[src/rtl/rect_blitter.sv]
// -----------------------------------------------------------------------------
// rect_blitter
//
// Takes one rectangle draw request at a time over a valid/ready handshake.
// Each request is clipped to the visible screen. The block then emits one
// pixel per clock, in raster order, to the write port of a 160x120, 3-bit
// colour VGA adapter. It pulses `done` once the rectangle is finished, and
// also for a request that clips away to nothing.
//
// Build option:
//   RECT_BLITTER_CLEAR_EN  adds the `clear_req` input. A clear request runs
//                          a full-screen fill in colour 0. It is sampled only
//                          in IDLE and wins over `req_valid` in the same cycle.
//
// Ports:
//   clk          in   system clock
//   reset        in   synchronous, active-high reset
//   clear_req    in   full-screen clear request (only with RECT_BLITTER_CLEAR_EN)
//   req_valid    in   draw request present
//   req_ready    out  request can be accepted (block is idle)
//   req_x0/y0    in   top-left corner of the rectangle
//   req_w/h      in   rectangle size in pixels
//   req_colour   in   fill colour {R,G,B}
//   x/y/colour   out  registered pixel position and colour for the adapter
//   plot         out  adapter write enable, one pixel per high cycle
//   done         out  one-cycle pulse when a request completes
//
// State table:
//   IDLE | waiting for a request, req_ready high
//   CLIP | request latched; clip size computed, first pixel loaded
//   DRAW | one pixel presented per cycle, plot high
//   DONE | done pulse, back to IDLE next cycle
// -----------------------------------------------------------------------------
module rect_blitter #(
  parameter int unsigned SCREEN_W = 160,
  parameter int unsigned SCREEN_H = 120
) (
  input  logic       clk,
  input  logic       reset,
`ifdef RECT_BLITTER_CLEAR_EN
  input  logic       clear_req,
`endif
  input  logic       req_valid,
  output logic       req_ready,
  input  logic [7:0] req_x0,
  input  logic [6:0] req_y0,
  input  logic [7:0] req_w,
  input  logic [6:0] req_h,
  input  logic [2:0] req_colour,
  output logic [7:0] x,
  output logic [6:0] y,
  output logic [2:0] colour,
  output logic       plot,
  output logic       done
);

  localparam logic [8:0] SCR_W9 = 9'(SCREEN_W);
  localparam logic [8:0] SCR_H9 = 9'(SCREEN_H);

  typedef enum logic [1:0] {
    S_IDLE = 2'd0,
    S_CLIP = 2'd1,
    S_DRAW = 2'd2,
    S_DONE = 2'd3
  } state_e;

  state_e     state_q, state_d;

  logic [7:0] x0_q, w_q;
  logic [6:0] y0_q, h_q;
  logic [2:0] col_q;
  logic [8:0] x_end_q, y_end_q;
  logic [7:0] x_q;
  logic [6:0] y_q;
  logic [2:0] colour_q;

  logic       load_req, load_clear;
  logic [8:0] rem_w, rem_h, wc, hc, x_end_d, y_end_d;
  logic       empty_req;
  logic       last_col, last_row, last_px;

  // Handshake and clear arbitration. A clear takes the idle slot, so
  // req_ready drops in the same cycle and a coincident request is not taken.
`ifdef RECT_BLITTER_CLEAR_EN
  assign load_clear = (state_q == S_IDLE) && clear_req;
`else
  assign load_clear = 1'b0;
`endif
  assign load_req = req_valid && req_ready;

  // Clip arithmetic is done at 9 bits so that x0+w and y0+h cannot wrap.
  // The results are meaningful only when the request is not empty.
  always_comb begin
    rem_w     = SCR_W9 - {1'b0, x0_q};
    rem_h     = SCR_H9 - {2'b00, y0_q};
    wc        = ({1'b0, w_q} < rem_w) ? {1'b0, w_q} : rem_w;
    hc        = ({2'b00, h_q} < rem_h) ? {2'b00, h_q} : rem_h;
    x_end_d   = {1'b0, x0_q} + wc - 9'd1;
    y_end_d   = {2'b00, y0_q} + hc - 9'd1;
    empty_req = ({1'b0, x0_q} >= SCR_W9) || ({2'b00, y0_q} >= SCR_H9) ||
                (w_q == 8'd0) || (h_q == 7'd0);
  end

  assign last_col = ({1'b0, x_q} == x_end_q);
  assign last_row = ({2'b00, y_q} == y_end_q);
  assign last_px  = last_col && last_row;

  // State register
  always_ff @(posedge clk) begin
    if (reset) state_q <= S_IDLE;
    else       state_q <= state_d;
  end

  // Next-state logic
  always_comb begin
    state_d = state_q;
    case (state_q)
      S_IDLE: if (load_req || load_clear) state_d = S_CLIP;
      S_CLIP: state_d = empty_req ? S_DONE : S_DRAW;
      S_DRAW: if (last_px) state_d = S_DONE;
      S_DONE: state_d = S_IDLE;
      default: state_d = S_IDLE;
    endcase
  end

  // Request latch and raster walk. x/y/colour only change when the next
  // pixel is loaded, so they hold their values whenever plot is low.
  always_ff @(posedge clk) begin
    if (reset) begin
      x0_q     <= '0;
      y0_q     <= '0;
      w_q      <= '0;
      h_q      <= '0;
      col_q    <= '0;
      x_end_q  <= '0;
      y_end_q  <= '0;
      x_q      <= '0;
      y_q      <= '0;
      colour_q <= '0;
    end else begin
      case (state_q)
        S_IDLE: begin
          if (load_clear) begin
            x0_q  <= '0;
            y0_q  <= '0;
            w_q   <= 8'(SCREEN_W);
            h_q   <= 7'(SCREEN_H);
            col_q <= 3'b000;
          end else if (load_req) begin
            x0_q  <= req_x0;
            y0_q  <= req_y0;
            w_q   <= req_w;
            h_q   <= req_h;
            col_q <= req_colour;
          end
        end
        S_CLIP: begin
          if (!empty_req) begin
            x_q      <= x0_q;
            y_q      <= y0_q;
            colour_q <= col_q;
            x_end_q  <= x_end_d;
            y_end_q  <= y_end_d;
          end
        end
        S_DRAW: begin
          if (!last_px) begin
            if (last_col) begin
              x_q <= x0_q;
              y_q <= y_q + 7'd1;
            end else begin
              x_q <= x_q + 8'd1;
            end
          end
        end
        default: ;
      endcase
    end
  end

  // Output logic
  always_comb begin
    req_ready = (state_q == S_IDLE);
`ifdef RECT_BLITTER_CLEAR_EN
    req_ready = (state_q == S_IDLE) && !clear_req;
`endif
    plot   = (state_q == S_DRAW);
    done   = (state_q == S_DONE);
    x      = x_q;
    y      = y_q;
    colour = colour_q;
  end

endmodule

[config.mk]
export PLATFORM = sky130hd
export DESIGN_NAME = rect_blitter
export DESIGN_NICKNAME = d
export VERILOG_FILES = /design/src/rtl/rect_blitter.sv
export SDC_FILE = /design/constraint.sdc
export NUM_CORES = 1
export LEC_CHECK = 0
export ABC_AREA = 1
export BUFFER_PORTS_ARGS = -buffer_cell sky130_fd_sc_hd__buf_2
export CELL_PAD_IN_SITES_DETAIL_PLACEMENT = 0
export CELL_PAD_IN_SITES_GLOBAL_PLACEMENT = 1
export CORE_MARGIN = 3
export CORE_UTILIZATION = 42
export CTS_BUF_LIST = sky130_fd_sc_hd__clkbuf_16
export CTS_CLUSTER_DIAMETER = 40
export DETAILED_ROUTE_END_ITERATION = 12
export GPL_TIMING_DRIVEN = 0
export PLACE_DENSITY_LB_ADDON = 0.1
export SLEW_MARGIN = 20
export SYNTH_ARGS = -nofsm -noshare
export SYNTH_HDL_FRONTEND = slang
export SYNTH_SLANG_ARGS = --single-unit
[constraint.sdc]
create_clock -name clk -period 4.25 [get_ports clk]
set_clock_uncertainty 0.05 [all_clocks]
set_input_delay 0.425 -clock clk [delete_from_list [all_inputs] [get_ports clk]]
set_output_delay 0.425 -clock clk [all_outputs]
set_load 0.1 [all_outputs]
Yosys cells after proc, flatten, opt, wreduce, memory -nomap -nowiden
Cells that the tools add are included.

storage, ports and cells
  flip-flop bits (word level) = 71
  word-level logic and storage cells = 62

cells by class
  $add $sub $neg = 8
  magnitude comparators = 4
  equality and inequality tests = 10
  multiplexer cells = 14
  bitwise operators = 1
  reductions and logical operators = 14

operators with widths
  operator                                                                 number
  8-bit 2-to-1 mux                                                         3
  7-bit 2-to-1 mux                                                         3
  9-bit 2-to-1 mux                                                         2
  9-bit by 1-bit subtractor with 9-bit output, second input constant       2
  8-bit case mux with 2 select lines                                       1
  7-bit case mux with 2 select lines                                       1
  7-bit by 9-bit adder with 9-bit output                                   1
  8-bit by 9-bit adder with 9-bit output                                   1
  7-bit by 9-bit == test with 1-bit output                                 1
  8-bit by 9-bit == test with 1-bit output                                 1
  7-bit by 9-bit less-than comparator with 1-bit output                    1
  8-bit by 9-bit less-than comparator with 1-bit output                    1
  8-bit by 8-bit subtractor with 9-bit output, first input constant        1
  8-bit by 1-bit adder with 8-bit output, second input constant            1
  8-bit greater-or-equal comparator, second input constant                 1
  8-bit zero test                                                          1
  2-bit case mux with 4 select lines                                       1
  7-bit by 7-bit subtractor with 8-bit output, first input constant        1
  7-bit by 1-bit adder with 7-bit output, second input constant            1
  7-bit greater-or-equal comparator, second input constant                 1
  7-bit zero test                                                          1
  2-bit by 1-bit inequality test with 1-bit output, second input constant  3
  2-bit AND reduction                                                      3
  2-bit == test, second input constant                                     2
  other kinds (11)                                                         16

Logic depth before layout (Yosys ltp)
  depth in word-level cells = 6
  gate-level depth with buffers = 26

Least setup slack after synthesis
OpenSTA, ideal clock, no wires.

  path kind = flip-flop to flip-flop
  start point = register x0_q[0]
  end point = register x_end_q[7]
  data arrival time = 3.592 ns
  setup slack = 0.487 ns
  cell stages (with the launch flop) = 26
  path buffers = 1
  path through = dfxtp_1 -> inv_1 -> ha_1 -> nand2_1 -> nor2_1 -> nand2_1 -> nand2_1 -> xor2_1 -> ha_1 -> a21oi_1 -> nor2_1 -> o21ai_0 -> nand3_2 -> buf_6 -> o21ai_0 -> ha_1 -> inv_1 -> ha_1 -> fa_1 -> nand3_1 -> nand2_1 -> a21oi_1 -> nor2_1 -> nor2_1 -> xor2_1 -> a21oi_1

on the way
  longest elaborated chain between the ends = 6
  elaborated cells between the ends (all ways) = 11
  classes of those cells = 3 x add/sub; 2 x order compare; 1 x mux; 1 x bitwise; 4 x reduce/logical

RTL lines
  item                                                                                                 RTL line  source
  start: declaration                                                                                   69        logic [7:0] x0_q, w_q;
  start signal: assignment                                                                             150       x0_q <= req_x0;
  parallel branches: the longest is 6 deep, another holds 8-bit by 8-bit subtractor with 9-bit output  --
  end signal: assignment                                                                               162       x_end_q <= x_end_d;
  end: declaration                                                                                     72        logic [8:0] x_end_q, y_end_q;

Parallel ways; which one is timed is not known.
A chain may end at the register's enable or synchronous reset.

Worst setup path after layout
  start point = register y0_q[0]
  end point = register y_end_q[7]

on the way
  longest elaborated chain between the ends = 6
  elaborated cells between the ends (all ways) = 11
  classes of those cells = 3 x add/sub; 2 x order compare; 1 x mux; 1 x bitwise; 4 x reduce/logical

RTL lines
  item                                                                                                           RTL line  source
  start: declaration                                                                                             70        logic [6:0] y0_q, h_q;
  start signal: assignment                                                                                       151       y0_q <= req_y0;
  parallel branches: the longest is 6 deep, another holds 7-bit by 9-bit less-than comparator with 1-bit output  --
  end signal: assignment                                                                                         163       y_end_q <= y_end_d;
  end: declaration                                                                                               72

Parallel ways; which one is timed is not known.

==> impl_metrics.json <==
{
  "reg2reg_depth": 21,
  "die_y_um": 114,
  "fmax_ghz": 0.256,
  "crit_arrival_ps": 4080,
  "cp_common_cell": "ha_1",
  "drtPass1Iterations": 4,
  "regToRegSetupSlack_ps": 340,
  "antenna_found_initial": 0,
  "fillers": 1140,
  "grt_pass1_wl_mm": 20.9,
  "cp.required_ps": 4420,
  "setup_viol": 0,
  "grt_pass1_vias": 4353,
  "hp-class": "in2reg",
  "overflow": 0,
  "cpPeakStageDelay_ps": 480,
  "period_minus_slack_ps": 3910,
  "r2r-start": "y0_q[0]",
  "regToRegEndpoint": "y_end_q[7]",
  "initial_core_util": 0.439,
  "netlist.area_leader.share": 0.292,
  "whs_path_depth": 2,
  "cp_cell_sequence": "inv_1, ha_1, a21oi_2, nand2_1, xor2_1, ha_1, nand2_1, nor2_2, o211ai_1, o211ai_2, buf_6, buf_4, o21ai_0, ha_1, fa_1, o21ai_2, a21oi_1, nor2_1, nor2_1, xor2_1, a21oi_1",
  "dp_hpwl_mm": 9.97,
  "cp-start-kind": "register",
  "drive_gt1_frac": 0.155,
  "syn_area_per_cell_um2": 6.85,
  "viasPerCell": 4.89,
  "vias": 4560,
  "cts_hold_buf": 0,
  "clkTransAtPathRegs_ps": 50,
  "cts_max_level": 3,
  "clock_path_buffers": 2,
  "max-slew-margin-rel": 0.563,
  "synth_area_leaders": "dfxtp_1 (29%), ha_1 (13%), nand2_1 (9.0%), nor2_1 (8.9%), o21ai_0 (8.8%)",
  "grt_use_total": 0.203,
  "crit_slowest_cell": "fa_1",
  "cts_buffers": 9,
  "ios": 57,
  "drt_wl_total_mm": 12.3,
  "rows": 38,
  "finalMaxSlewViolations": 0,
  "netlist_instances": 711,
  "drc": 0,
  "final_nets": 876,
  "drt-initial-drc-count": 200,
  "hold_end": "state_q[0]",
  "globalplace.congestion": 0.907,
  "crit_type": "reg2reg",
  "fp.dieW_um": 114,
  "core-area_mm2": 0.0111,
  "area_growth_pct": 17.1,
  "cp_max_fo": 6,
  "yosys_warnings": 0,
  "multiInputGateArea_mm2": 0.00302,
  "io_buffers": 56,
  "hold_viol_final": 0,
  "hp-start": "reset",
  "insertion_delay_ps": 330,
  "wire_per_inst_um": 13.2,
  "rsz0062_at_grt": "yes",
  "fin_crit_sh": 0.920,
  "hold_slack_ps": 215,
  "dieArea_mm2": 0.0129,
  "endpoint_kind": "register",
  "maxCapViolations": 0,
  "synth_fp_nets": 799,
  "n_antenna_cell": 0,
  "synth_top_area_cell": "dfxtp_1",
  "synth.yosys.seq_area_share": 0.292,
  "grt_start_max_net_pins": 11,
  "syn_area_mm2": 0.00487,
  "status": "completed",
  "layout.area.seq_mm2": 0.00142,
  "fin_util": 0.515,
  "cts.sinks": 71,
  "synthDistinctLibCells": 40,
  "ys_seq_elements": 71,
  "worst_pin_slew_ps": 655,
  "final_antenna_net_count": 0,
  "root_buffer": "clkbuf_16",
  "cts_tree": "built"
}
[routing by layer]
metal	track usage	vias up	part of all wire
met1	0.281	1982	0.50
met4	0.0817	0	0.023
li1	-	2450	-
met3	0.0414	21	0.057
met2	0.309	107	0.42
met5	0	-	0
[placed cells by master, fill, tap and decap left out, types with 2 or more instances in the layout]
cell type    n
nand2_2      5
dfxtp_1     71
nor3_1       5
nor2_1     114
o21ai_0     81
a21oi_2      4
nand3_1     20
buf_6        2
clkbuf_1    12
nand4_1      5
nor2_2       4
inv_1       91
xor2_1      22
inv_2        7
buf_4       12
nor2_4       2
clkinv_1     3
nand3_2      3
o21ai_1     12
xnor2_1      7
clkbuf_16    9
ha_1        48
o21ai_2      3
a21oi_1     53
nand2_1    116
buf_2       60
[registers in the layout, indices dropped and copies added, names as in the netlist]
signal / count
y: 7
y0_q: 7
h_q: 7
x0_q: 8
x_end_q: 9
state_q: 2
w_q: 8
colour: 3
col_q: 3
y_end_q: 9
x: 8
[critical path, delay by kind of cell (launching register included)]
family	cells	cell delay, ps
simple gates	5	370
xor+xnor	2	320
flops	1	350
buf+inv	3	390
fa+ha+maj	4	1330
compound gates	7	990
[metrics by stage]
step	area (um^2)	setup TNS, ps	worst slack, ps	std cells
finish	5700	0	340	932
global route	5700	-70.2	-45.3	932
CTS	5590	0	0.0870	924
detailed placement	5320	-112	-112	907
global placement	5320	-94.0	-94.0	907
floorplan	4870	0	487	711
[area by class of cell]
| cell class | instances | area share |
|---|---|---|
| well taps | 140 | 0.0307 |
| clock inverters | 6 | 0.00417 |
| clock buffers | 9 | 0.0395 |
| inverters | 96 | 0.0632 |
| multi-input cells | 523 | 0.529 |
| flip-flops and latches | 71 | 0.249 |
| repair buffers | 66 | 0.0623 |
| plain buffers | 21 | 0.0215 |
[synth_stat cells, drive strengths merged]
master  number
a31oi        1
ha          50
and2         1
a21oi       57
nor4         1
nand3       23
xnor2        7
inv         94
clkinv       2
o211ai       2
nand4        6
buf          9
dfxtp       71
nor3         6
nand2      122
conb         1
clkbuf      12
or2          1
o31ai        1
xor2        23
nor2       120
o311ai       1
fa           2
o2111a       1
o21ai       97
[cells by family after synthesis]
family	count (synthesis)	share of synthesized area
flops	71	0.292
fa+ha+maj	52	0.137
compound gates	160	0.172
other cells	1	0.000770
simple gates	280	0.245
buf+inv	117	0.0992
xor+xnor	30	0.0540
[what timing repair did]
action | 4_1_cts | 5_1_grt
setup buffers | 2 | 8
pin swaps | 1 | 7
setup endpoints to repair | 1 | 6
gates resized for setup | 2 | 18
[how the worst max path moves through the flow]
stage | from | to | slack, ps
global route | x0_q[0] | x_end_q[7] | -50
finish | y0_q[0] | y_end_q[7] | 340
detailed placement | x0_q[0] | x_end_q[7] | -110
floorplan | x0_q[0] | x_end_q[7] | 490
global placement | x0_q[0] | x_end_q[7] | -90
CTS | x0_q[0] | x_end_q[7] | 0.09
Power is not shown: default switching activity piles up to over one toggle a cycle in this logic, so the estimate is an artifact.
